### config.mk
export PLATFORM = sky130hd
export DESIGN_NAME = seg_scan_ctrl
export DESIGN_NICKNAME = d
export VERILOG_FILES = /design/src/rtl/seg_scan_ctrl.sv
export SDC_FILE = /design/constraint.sdc
export NUM_CORES = 1
export LEC_CHECK = 0
export CORE_ASPECT_RATIO = 0.8
export CORE_MARGIN = 4
export CORE_UTILIZATION = 58
export DETAILED_ROUTE_END_ITERATION = 12
export GPL_TIMING_DRIVEN = 1
export PLACE_DENSITY_LB_ADDON = 0.25
export SLEW_MARGIN = 20
export SYNTH_ARGS = -nofsm -noshare
export SYNTH_HDL_FRONTEND = slang
export SYNTH_SLANG_ARGS = --single-unit
export TNS_END_PERCENT = 20
### constraint.sdc
create_clock -name clk -period 2.88 [get_ports clk]
set_input_delay 0.432 -clock clk [delete_from_list [all_inputs] [get_ports clk]]
set_output_delay 0.432 -clock clk [all_outputs]
set_load 0.02 [all_outputs]
### src/rtl/seg_scan_ctrl.sv
// Score display controller: converts player/dealer binary scores to BCD with a
// sequential shift-add-3 converter and time-multiplexes four 7-segment digits.
module seg_scan_ctrl #(
  parameter logic [15:0] SCAN_DIV = 16'd50000,
  parameter int          CW       = 16
) (
  input  logic       clk,
  input  logic       rst_n,
  input  logic       load,
  input  logic [5:0] player_val,
  input  logic [5:0] dealer_val,
  input  logic       dealer_hide,
  output logic       busy,
  output logic       done,
  output logic [3:0] bcd_code,
  output logic [3:0] seg_sel
);

  // Handshake: load is accepted only on a cycle where busy is low; busy rises on
  // the accepting edge and falls on the edge that commits the digits, where done
  // pulses for one cycle. Loads seen while busy (including the falling edge) are dropped.

  typedef enum logic [1:0] {
    IDLE   = 2'd0,
    CONV_D = 2'd1,
    CONV_P = 2'd2
  } state_t;

  localparam logic [CW-1:0] LP_TERM = CW'(SCAN_DIV - 16'd1);

  state_t        r_state;
  state_t        w_state_next;
  logic          w_start;
  logic          w_mid;
  logic          w_commit;
  logic          w_last;

  logic [2:0]    r_step;
  logic [5:0]    r_cap_p;
  logic [13:0]   r_sr;
  logic [3:0]    w_tens_adj;
  logic [3:0]    w_ones_adj;
  logic [13:0]   w_sr_adj;
  logic [13:0]   w_sr_shift;
  logic [3:0]    r_tmp_d_tens;
  logic [3:0]    r_tmp_d_ones;
  logic [3:0]    r_dig [4];
  logic          r_busy;
  logic          r_done;

  logic [CW-1:0] r_presc;
  logic [1:0]    r_idx;
  logic [1:0]    w_idx_next;
  logic          w_wrap;
  logic [3:0]    w_dig_val;
  logic          w_blank;
  logic [3:0]    r_bcd;
  logic [3:0]    r_sel;

  // ---------------------------------------------------------------- FSM
  always_ff @(posedge clk or negedge rst_n) begin
    if (!rst_n) r_state <= IDLE;
    else        r_state <= w_state_next;
  end

  always_comb begin
    w_state_next = r_state;
    w_start      = 1'b0;
    w_mid        = 1'b0;
    w_commit     = 1'b0;
    w_last       = (r_step == 3'd5);
    case (r_state)
      IDLE: begin
        if (load) begin
          w_start      = 1'b1;
          w_state_next = CONV_D;
        end
      end
      CONV_D: begin
        if (w_last) begin
          w_mid        = 1'b1;
          w_state_next = CONV_P;
        end
      end
      CONV_P: begin
        if (w_last) begin
          w_commit     = 1'b1;
          w_state_next = IDLE;
        end
      end
      default: w_state_next = IDLE;
    endcase
  end

  // ---------------------------------------------------------- converter
  always_comb begin
    w_tens_adj = (r_sr[13:10] >= 4'd5) ? r_sr[13:10] + 4'd3 : r_sr[13:10];
    w_ones_adj = (r_sr[9:6]   >= 4'd5) ? r_sr[9:6]   + 4'd3 : r_sr[9:6];
    w_sr_adj   = {w_tens_adj, w_ones_adj, r_sr[5:0]};
    w_sr_shift = w_sr_adj << 1;
  end

  always_ff @(posedge clk or negedge rst_n) begin
    if (!rst_n) begin
      r_step       <= 3'd0;
      r_cap_p      <= 6'd0;
      r_sr         <= 14'd0;
      r_tmp_d_tens <= 4'd0;
      r_tmp_d_ones <= 4'd0;
      r_dig[0]     <= 4'd0;
      r_dig[1]     <= 4'd0;
      r_dig[2]     <= 4'd0;
      r_dig[3]     <= 4'd0;
      r_busy       <= 1'b0;
      r_done       <= 1'b0;
    end else begin
      r_done <= 1'b0;
      if (w_start) begin
        r_cap_p <= player_val;
        r_sr    <= {8'd0, dealer_val};
        r_step  <= 3'd0;
        r_busy  <= 1'b1;
      end else if (r_state != IDLE) begin
        r_step <= w_last ? 3'd0 : r_step + 3'd1;
        if (w_mid) begin
          // Dealer result parks here so the player pass can reuse the shifter.
          r_tmp_d_tens <= w_sr_shift[13:10];
          r_tmp_d_ones <= w_sr_shift[9:6];
          r_sr         <= {8'd0, r_cap_p};
        end else if (w_commit) begin
          r_dig[0] <= w_sr_shift[9:6];
          r_dig[1] <= w_sr_shift[13:10];
          r_dig[2] <= r_tmp_d_ones;
          r_dig[3] <= r_tmp_d_tens;
          r_sr     <= w_sr_shift;
          r_busy   <= 1'b0;
          r_done   <= 1'b1;
        end else begin
          r_sr <= w_sr_shift;
        end
      end
    end
  end

  // --------------------------------------------------------------- scan
  always_comb begin
    w_wrap     = (r_presc == LP_TERM);
    w_idx_next = r_idx + 2'd1;
    w_dig_val  = r_dig[w_idx_next];
    // Odd slots are tens digits: suppress a leading zero there.
    w_blank    = (w_idx_next[0] && (w_dig_val == 4'd0)) ||
                 (w_idx_next[1] && dealer_hide);
  end

  always_ff @(posedge clk or negedge rst_n) begin
    if (!rst_n) begin
      r_presc <= '0;
      r_idx   <= 2'd0;
      r_bcd   <= 4'd0;
      r_sel   <= 4'b1111;
    end else if (w_wrap) begin
      r_presc <= '0;
      r_idx   <= w_idx_next;
      r_bcd   <= w_dig_val;
      r_sel   <= w_blank ? 4'b1111 : ~(4'b0001 << w_idx_next);
    end else begin
      r_presc <= r_presc + CW'(1);
    end
  end

  assign busy     = r_busy;
  assign done     = r_done;
  assign bcd_code = r_bcd;
  assign seg_sel  = r_sel;

endmodule

==> out/qor.txt <==
status: finished, final reports clean
Critical Path AT: 2580 ps
Cell Area, Placed: 3840 um^2
final-stage net count: 339
Clock Tree Root: clkbuf_8
clk slew on worst S/H paths: 80 ps
Die Width: 95.0 um
YS warnings: 0
Final Wtd Congestion: 0.798
CTS Hold Buffers Added: 0
Final Hold Fails: 0
switching share of total power: 29.1%
sequential fraction of design power: 45.7%
peak supply drop: 481 uV
Crit Reg-Reg Startpoint: r_idx[0]$_DFFE_PN0N_
worst r2r dst: seg_sel[3]$_DFFE_PN1N_
drt pass-1 iters: 5
vias: 2,227
clock latency on the worst-skew pair: 350 ps
share of cells above drive strength 1: 18.8%
first-pass GRT wire length: 11,300 um
clock share of power: 29.9%
core footprint: 5880 um^2
row count: 25
post-route cell area: 4080 um^2
CTS tree: done
Fmax: 437 MHz
io pins: 26
Yosys reg bits: 77
vias in the first global route: 2,343
required time of the critical path: 3170 ps
Die H: 77.6 um
cells on worst reg2reg path: 5
relative slew slack: 37.7%
postcts setup bufs: 0
Routed Antenna Nets: 0
post-synthesis sequential area ratio: 55.1%
worst min path class: in -> async
CP Class: reg -> reg
GRT overflow: 0
CP max FO: 7
Worst Tran Pin Value: 934 ps
htree depth: 3
die area: 7370 um^2
Pwr Density: 800 nW/um^2
Non-Filler Instances: 400
initial antenna violation count: 0
Syn Std Cell Area: 3510 um^2
I/O Buffers: 25
Wirelength per Cell: 16.1 um
CTS Buffer Depth: 2
# DRC: 0
final setup vio count: 0
Crit. End Element: register
cell count after placement: 384
CP Launch Type: register
Pleak: 1.84 nW
cell count after synthesis: 285
largest net degree at the start of global routing: 78
internal reg-to-reg setup slack: 590 ps
crit path time final: 2290 ps
post-DP HPWL: 4360 um
synthesis-to-layout area growth: 16.2%
number of max-cap violations: 0
Post-synth top flop: dfrtp_1
unrepaired setup endpoints after global routing: no
Initial Util: 59.7%
Post-synth ARST share: 100%
Synth Net Count: 310
CTS buffer count: 9
drt via density: 5.57
combinational share of power: 24.5%
setup TNS: 0 ps
Post-synth EDFFs: 0
crit share post-route: 79.5%
final WL: 6430 um
Initial DRC Count: 119
Slew Limit Fails: 0
Clock Skews: 9.96 ps
ANT cells: 0
TritonCTS Sinks: 77
post-cts resize count: 0
Yosys cell types: 41
GRT Util Overall: 20.3%
Avg Cell Area, Syn: 12.3 um^2
Cell Int Power: 2.31 mW
NetSw: 949 uW
-- state kept, by name (all words and copies together), names as in the netlist, 3 cells and up --
signal,count
r_presc,16
r_step,3
r_dig,16
r_tmp_d_ones,4
r_cap_p,6
r_sr,14
seg_sel,4
bcd_code,4
r_tmp_d_tens,4
-- placed cells by master (no fill, tap or decap), types with 10 or more instances in the layout --
master,Yosys,final
mux2i_1,11,11
dfrtp_1,73,73
o21ai_0,10,10
mux2_2,27,27
nand2_1,13,13
clkbuf_8,0,10
nor2_1,17,17
a21oi_1,15,15
xnor2_1,12,12
clkdlybuf4s50_1,0,24
inv_1,10,10
-- power groups by stage --
stage / Sequential [mW] / Clock (mW) / Combinational (mW)
5_1_grt: 1.52 / 1.05 / 0.895
2_1_floorplan: 1.45 / 0 / 0.626
3_5_place_dp: 1.50 / 0 / 0.797
4_1_cts: 1.49 / 0.992 / 0.804
6_report: 1.49 / 0.975 / 0.798
3_3_place_gp: 1.49 / 0 / 0.758
-- worst max path at each step --
stage | start | cells past startpoint | endpoint
2_1_floorplan | r_idx[0]$_DFFE_PN0N_ | 7 | seg_sel[1]$_DFFE_PN1N_
3_3_place_gp | r_idx[0]$_DFFE_PN0N_ | 5 | seg_sel[3]$_DFFE_PN1N_
3_5_place_dp | r_idx[0]$_DFFE_PN0N_ | 5 | seg_sel[3]$_DFFE_PN1N_
4_1_cts | r_idx[0]$_DFFE_PN0N_ | 5 | seg_sel[3]$_DFFE_PN1N_
5_1_grt | r_idx[0]$_DFFE_PN0N_ | 5 | seg_sel[3]$_DFFE_PN1N_
6_report | r_idx[0]$_DFFE_PN0N_ | 5 | seg_sel[3]$_DFFE_PN1N_
-- Yosys cell counts, drive strengths merged (3+ instances only) --
| cell | instances | area (um^2) |
|---|---|---|
| nand3 | 7 | 35.0 |
| a32o | 3 | 30.0 |
| xnor2 | 12 | 105 |
| mux2 | 27 | 304 |
| dfrtp | 73 | 1830 |
| nand2 | 13 | 48.8 |
| nor2 | 17 | 63.8 |
| clkbuf | 8 | 30.0 |
| buf | 4 | 28.8 |
| nand4 | 4 | 25.0 |
| nor2b | 7 | 43.8 |
| nor3b | 3 | 22.5 |
| o21ai | 10 | 50.1 |
| a211oi | 6 | 45.0 |
| a22o | 6 | 52.6 |
| ha | 9 | 113 |
| nand2b | 5 | 31.3 |
| a21oi | 15 | 75.1 |
| mux4 | 4 | 90.1 |
| mux2i | 11 | 110 |
| dfstp | 4 | 105 |
| o22a | 3 | 26.3 |
| inv | 10 | 37.5 |
| xor2 | 3 | 26.3 |
-- per-stage QoR --
stage,utilization [%],hold slack [ps],setup WS (ps),power (mW)
6_report,69.3,218,589,3.26
2_1_floorplan,-,136,647,2.08
3_3_place_gp,65.2,455,743,2.25
4_1_cts,69.3,253,547,3.28
3_5_place_dp,65.2,463,560,2.30
5_1_grt,69.3,286,429,3.47
-- cell type report --
class,count,area [um^2]
Clock buffer,12,145
Clock inverter,4,95.1
Fill cell,459,1800
Inverter,10,37.5
Multi-Input combinational cell,186,1480
Sequential cell,77,1930
Tap cell,81,101
Timing Repair Buffer,30,285
-- worst max-delay path, cell delays in order, from the launching register on --
cell and delay (ps):
dfrtp_1 570, inv_1 180, ha_1 510, mux4_2 380, nor4_2 390, o22a_1 210
-- logic make-up (layout without fill, tap and decap cells) --
family                   after synthesis  count (layout)  synth area share, %
buffers and inverters                 22              56                 2.75
adder cells (fa/ha/maj)                9               9                 3.21
AO/OA/AOI/OAI                         48              48                 8.99
XOR/XNOR                              15              15                 3.74
multiplexers                          42              42                 14.4
AND/OR/NAND/NOR                       72              72                 11.9
flip-flops                            77              77                 55.1
-- layer usage --
layer | track usage, % | vias to the layer above | share of wire (%)
met5 | 0 | - | 0
met3 | 6.01 | 10 | 5.0
met1 | 28.7 | 1098 | 48
met2 | 29.9 | 46 | 45
li1 | - | 1073 | -
met4 | 6.92 | 0 | 1.4
No activity file was read; power rests on OpenSTA's default activity.
